[src/rtl/seq_div_7x2_if.sv]
// Handshake bundle for the 7/2 sequential divider: operand side
// (in_valid/in_ready) and result side (out_valid/out_ready).
interface seq_div_7x2_if #(
  parameter int QW  = 5,
  parameter int DVW = 2
);
  logic              in_valid;
  logic              in_ready;
  logic [QW+DVW-1:0] dividend;
  logic [DVW-1:0]    divisor;
  logic              out_valid;
  logic              out_ready;
  logic [QW-1:0]     quotient;
  logic [DVW-1:0]    remainder;
  logic              dbz;
  logic              ovf;

  // Producer of operands and consumer of results
  modport master (
    output in_valid, dividend, divisor, out_ready,
    input  in_ready, out_valid, quotient, remainder, dbz, ovf
  );

  // The divider itself
  modport slave (
    input  in_valid, dividend, divisor, out_ready,
    output in_ready, out_valid, quotient, remainder, dbz, ovf
  );
endinterface

[src/rtl/seq_div_7x2.sv]
// Sequential restoring divider: splits a (QW+DVW)-bit dividend into a
// QW-bit quotient and DVW-bit remainder, one quotient bit per clock.
// Quotient overflow and divide-by-zero are flagged, never trapped.
module seq_div_7x2 #(
  parameter int QW  = 5,
  parameter int DVW = 2
) (
  input  logic         clk,
  input  logic         rst,
  seq_div_7x2_if.slave bus
);

  localparam int DW = QW + DVW;
  localparam int CW = $clog2(QW + 1);

  localparam logic [1:0] IDLE = 2'd0;
  localparam logic [1:0] BUSY = 2'd1;
  localparam logic [1:0] DONE = 2'd2;

  logic [1:0]     state;
  logic [CW-1:0]  cnt;
  logic [DVW-1:0] part_r;
  logic [DVW-1:0] dvs;
  logic [QW-1:0]  lo_bits;
  logic [QW-1:0]  quot;
  logic [DVW-1:0] rem;
  logic           dbz_r;
  logic           ovf_r;

  logic [DVW-1:0] hi;
  logic [DVW:0]   t;
  logic           t_ge;
  logic [DVW-1:0] r_nxt;

  // Exception test on the incoming operands and one restoring step on
  // the held partial remainder; the step result always fits DVW bits
  // because it is strictly below the divisor.
  always_comb begin
    hi    = bus.dividend[DW-1:QW];
    t     = {part_r, lo_bits[QW-1]};
    t_ge  = (t >= {1'b0, dvs});
    r_nxt = t_ge ? DVW'(t - {1'b0, dvs}) : t[DVW-1:0];
  end

  // Control and result registers. An exception spends one cycle in BUSY
  // (ovf already set) so its result appears one edge after accept.
  always_ff @(posedge clk) begin
    if (rst) begin
      state   <= IDLE;
      cnt     <= '0;
      part_r  <= '0;
      dvs     <= '0;
      lo_bits <= '0;
      quot    <= '0;
      rem     <= '0;
      dbz_r   <= 1'b0;
      ovf_r   <= 1'b0;
    end else begin
      case (state)
        IDLE: begin
          if (bus.in_valid) begin
            dvs     <= bus.divisor;
            lo_bits <= bus.dividend[QW-1:0];
            rem     <= '0;
            state   <= BUSY;
            if (hi >= bus.divisor) begin
              quot   <= '1;
              ovf_r  <= 1'b1;
              dbz_r  <= (bus.divisor == '0);
              part_r <= '0;
              cnt    <= '0;
            end else begin
              quot   <= '0;
              ovf_r  <= 1'b0;
              dbz_r  <= 1'b0;
              part_r <= hi;
              cnt    <= CW'(QW);
            end
          end
        end
        BUSY: begin
          if (ovf_r) begin
            state <= DONE;
          end else begin
            part_r  <= r_nxt;
            quot    <= {quot[QW-2:0], t_ge};
            lo_bits <= lo_bits << 1;
            cnt     <= cnt - CW'(1);
            if (cnt == CW'(1)) begin
              rem   <= r_nxt;
              state <= DONE;
            end
          end
        end
        DONE: begin
          if (bus.out_ready) state <= IDLE;
        end
        default: state <= IDLE;
      endcase
    end
  end

  // Handshake and result outputs
  always_comb begin
    bus.in_ready  = (state == IDLE) && !rst;
    bus.out_valid = (state == DONE);
    bus.quotient  = quot;
    bus.remainder = rem;
    bus.dbz       = dbz_r;
    bus.ovf       = ovf_r;
  end

endmodule

[src/flat_wrapper.sv]
// flat-port wrapper written by rule: the top's interface ports become plain ports
module seq_div_7x2_flat 
#(
  parameter int QW  = 5,
  parameter int DVW = 2
)
  (clk, rst, bus_in_valid, bus_dividend, bus_divisor, bus_out_ready, bus_in_ready, bus_out_valid, bus_quotient, bus_remainder, bus_dbz, bus_ovf);
  seq_div_7x2_if #(.QW(QW), .DVW(DVW)) bus_i ();
  input  logic clk;
  input  logic rst;
  input wire logic [$bits(bus_i.in_valid)-1:0] bus_in_valid;
  input wire logic [$bits(bus_i.dividend)-1:0] bus_dividend;
  input wire logic [$bits(bus_i.divisor)-1:0] bus_divisor;
  input wire logic [$bits(bus_i.out_ready)-1:0] bus_out_ready;
  output wire logic [$bits(bus_i.in_ready)-1:0] bus_in_ready;
  output wire logic [$bits(bus_i.out_valid)-1:0] bus_out_valid;
  output wire logic [$bits(bus_i.quotient)-1:0] bus_quotient;
  output wire logic [$bits(bus_i.remainder)-1:0] bus_remainder;
  output wire logic [$bits(bus_i.dbz)-1:0] bus_dbz;
  output wire logic [$bits(bus_i.ovf)-1:0] bus_ovf;
  assign bus_i.in_valid = bus_in_valid;
  assign bus_i.dividend = bus_dividend;
  assign bus_i.divisor = bus_divisor;
  assign bus_i.out_ready = bus_out_ready;
  assign bus_in_ready = bus_i.in_ready;
  assign bus_out_valid = bus_i.out_valid;
  assign bus_quotient = bus_i.quotient;
  assign bus_remainder = bus_i.remainder;
  assign bus_dbz = bus_i.dbz;
  assign bus_ovf = bus_i.ovf;
  seq_div_7x2 #(.QW(QW), .DVW(DVW)) u_core (.clk(clk), .rst(rst), .bus(bus_i));
endmodule
[config.mk]
export PLATFORM = sky130hd
export DESIGN_NAME = seq_div_7x2_flat
export DESIGN_NICKNAME = d
export VERILOG_FILES = /design/src/rtl/seq_div_7x2_if.sv /design/src/rtl/seq_div_7x2.sv /design/src/flat_wrapper.sv
export SDC_FILE = /design/constraint.sdc
export NUM_CORES = 1
export LEC_CHECK = 0
export ABC_CLOCK_PERIOD_IN_PS = 2200
export BUFFER_PORTS_ARGS = -buffer_cell sky130_fd_sc_hd__buf_2
export CAP_MARGIN = 10
export CELL_PAD_IN_SITES_DETAIL_PLACEMENT = 1
export CELL_PAD_IN_SITES_GLOBAL_PLACEMENT = 1
export CORE_MARGIN = 2
export CORE_UTILIZATION = 30
export CTS_CLUSTER_DIAMETER = 60
export DETAILED_ROUTE_END_ITERATION = 12
export GPL_TIMING_DRIVEN = 0
export PLACE_DENSITY = 0.65
export SYNTH_ARGS = -nofsm -noshare
export SYNTH_HDL_FRONTEND = slang
export SYNTH_SLANG_ARGS = --single-unit
[constraint.sdc]
create_clock -name clk -period 2.2 [get_ports clk]
set_input_delay 0 -clock clk [delete_from_list [all_inputs] [get_ports clk]]
set_output_delay 0 -clock clk [all_outputs]
set_load 0.01 [all_outputs]
==> flow_summary.json <==
{
  "min_to": "u_core.lo_bits[1]",
  "synth_top_area_cell": "dfxtp_1",
  "clkLatencyLatePin_ns": 0.26,
  "cts.htree.levels": 1,
  "synth_nets": 162,
  "worstReg2RegStart": "u_core.lo_bits[4]",
  "ios": 24,
  "fmax_ghz": 0.512,
  "grt_pass1_vias": 1151,
  "syn-cell-area_sq_um": 1160,
  "r2r_cells": 6,
  "whs_ns": 0.000816,
  "start_kind": "flop",
  "vias": 1129,
  "syn_to_final_growth_pct": 23.3,
  "pre_cts_ws_ns": 0.310,
  "drt-wirelength-per-cell_um": 14.5,
  "ir_drop_uv": 278,
  "drive_above_1_share": 0.194,
  "grt_pass1_wl_mm": 5.35,
  "dieArea_sq_um": 4380,
  "synth_cells": 143,
  "power_density_nw_per_um2": 760,
  "dpl.cell_count": 214,
  "grt.overflow.total": 0,
  "r2r_setup_slack_ns": 0.25,
  "clock-sinks": 23,
  "min_period_ns": 1.95,
  "ant_nets": 0,
  "layout_setup_ws_ns": 0.248,
  "first_pass_iters": 4,
  "routed_wl_mm": 3.23,
  "p_leak_nw": 0.593,
  "yosysWarnings": 0,
  "synthTopCellsByArea": "dfxtp_1 40%, a21oi_1 6.9%, ha_1 6.5%, nand2_1 6.5%, nor2_1 4.2%",
  "tns_ns": 0,
  "cts_tree": "built",
  "regToRegEndpoint": "u_core.part_r[1]",
  "worst_pin_slew_ns": 0.519,
  "initial_core_util": 0.314,
  "path_class": "reg -> reg",
  "drt_iter0_markers": 33,
  "holdPathStages": 3,
  "n_fill_cell": 473,
  "synth_seq_cells": 23,
  "layout.cells.non_filler": 223,
  "end_kind": "flop",
  "hpwl_mm": 2.43,
  "synth_top_area_frac": 0.397,
  "most-common-layout-cells": "24 x buf_2, 23 x dfxtp_1, 20 x nand2_1, 16 x a21oi_1, 13 x nor2_1",
  "clockRootBuffer": "clkbuf_8",
  "required_ns": 2.33,
  "final_common_cell": "buf_2",
  "grtUsageTotal": 0.161,
  "maxSlewViolCount": 0,
  "fin_skew_ns": 0.00475,
  "antenna_found_initial": 0,
  "ys_seq_area_frac": 0.397,
  "core-area_sq_um": 3690,
  "clkTransAtPathRegs_ns": 0.08,
  "portBuffers": 23,
  "synth_cell_types": 34,
  "syn_avg_cell_area_sq_um": 8.11,
  "maxSlewHeadroom": 0.654,
  "gp_congestion": 0.705,
  "setup_viol": 0,
  "status": "finished, final reports clean",
  "min_from": "bus_dividend[1]",
  "fin_crit_sh": 0.887,
  "hold_violations": 0,
  "cp_max_fo": 3,
  "arrival_ns": 2.09,
  "hp-class": "in -> reg",
  "antennaDiodeCount": 0,
  "clockBufferDepth": 2,
  "max-cap-violations": 0,
  "via_per_inst": 5.06,
  "grt_max_degree": 13,
  "drc": 0,
  "power.total_w": 0.00109,
  "rows": 22,
  "dieHeight_um": 66.2,
  "postCtsResizedCells": 0,
  "numCtsBuffers": 3,
  "grt_setup_unrepaired": "no",
  "nets": 195,
  "die_width_um": 66.2
}
[through the flow]
stage | instance area [sq um] | util
2_1_floorplan | 1160 | -
3_3_place_gp | 1340 | 0.362
3_5_place_dp | 1340 | 0.362
4_1_cts | 1430 | 0.388
5_1_grt | 1430 | 0.388
6_report | 1430 | 0.388
[report_power, final]
part | switching [W] | internal [W] | total [W]
Combinational | 0.000187 | 0.000130 | 0.000316
Sequential | 0.0000362 | 0.000464 | 0.000501
Clock | 0.000141 | 0.000129 | 0.000271
Total | 0.000364 | 0.000723 | 0.00109
[how the worst max path moves through the flow]
stage | from | endpoint | slack [ns] | cells after the start
2_1_floorplan | u_core.lo_bits[4] | u_core.part_r[1] | 0.63 | 6
3_3_place_gp | u_core.lo_bits[4] | u_core.part_r[1] | 0.45 | 6
3_5_place_dp | u_core.lo_bits[4] | u_core.part_r[1] | 0.31 | 6
4_1_cts | u_core.lo_bits[4] | u_core.part_r[1] | 0.29 | 6
5_1_grt | u_core.lo_bits[4] | u_core.part_r[1] | 0.14 | 6
6_report | u_core.lo_bits[4] | u_core.part_r[1] | 0.25 | 6
[cells by family after synthesis]
group | after synthesis | synth area share
and+or+nand+nor | 54 | 0.219
AOI/OAI and AO/OA | 42 | 0.246
DFF | 23 | 0.397
buffers and inverters | 17 | 0.0636
adders and majority gates | 6 | 0.0647
muxes | 1 | 0.00971
[layer usage]
layer,up-vias,part of all wire,global-route usage
li1,567,-,-
met1,547,0.47,0.199
met2,13,0.50,0.291
met3,2,0.021,0.0256
met4,0,0.0065,0.0383
met5,-,0,0
[sequential cells by signal, indices dropped and copies added (netlist names)]
signal,cells
u_core.bus.quotient,5
u_core.lo_bits,5
u_core.cnt,3
u_core.bus.remainder,2
u_core.dvs,2
u_core.part_r,2
u_core.state,2
u_core.bus.dbz,1
u_core.bus.ovf,1
[area by class of cell]
class | count | area [sq um] | area share
Timing Repair Buffer | 28 | 165 | 0.115
Buffer | 8 | 40.0 | 0.0280
Clock buffer | 4 | 45.0 | 0.0315
Sequential cell | 23 | 460 | 0.322
Inverter | 9 | 33.8 | 0.0236
Multi-Input combinational cell | 103 | 626 | 0.437
Tap cell | 48 | 60.1 | 0.0420
[Yosys cell counts]
cell type / count
inv_1: 9
buf_2: 1
a21oi_1: 16
nand3_1: 1
nand3b_1: 1
dfxtp_1: 23
nand2b_1: 5
clkbuf_2: 1
ha_1: 6
nand2_1: 20
a221oi_1: 1
o311ai_0: 1
a21oi_2: 1
or4_1: 1
or3b_1: 1
o211ai_1: 5
clkbuf_1: 5
o21ai_0: 3
a22oi_1: 1
nor2_1: 13
a21o_1: 1
or2_2: 2
a2111oi_0: 1
a211o_1: 1
mux2_2: 1
a21boi_0: 1
nor3b_1: 1
a211oi_1: 4
buf_6: 1
a211oi_2: 1
nor3_1: 5
a311oi_1: 4
o32ai_1: 1
nor2b_1: 4
[worst max-delay path, cell delays in order (launching register included)]
cell and delay (ns):
dfxtp_1 0.37, inv_1 0.06, ha_1 0.30, a2111oi_0 0.50, a211oi_1 0.17, a221oi_1 0.34
nor3_1 0.09
[what timing repair did]
action | in CTS | in global routing
hold buffers | 5 | 0
hold endpoints to repair | 7 | 0
setup buffers | 0 | 0
Power figures use the tool's default switching activity.
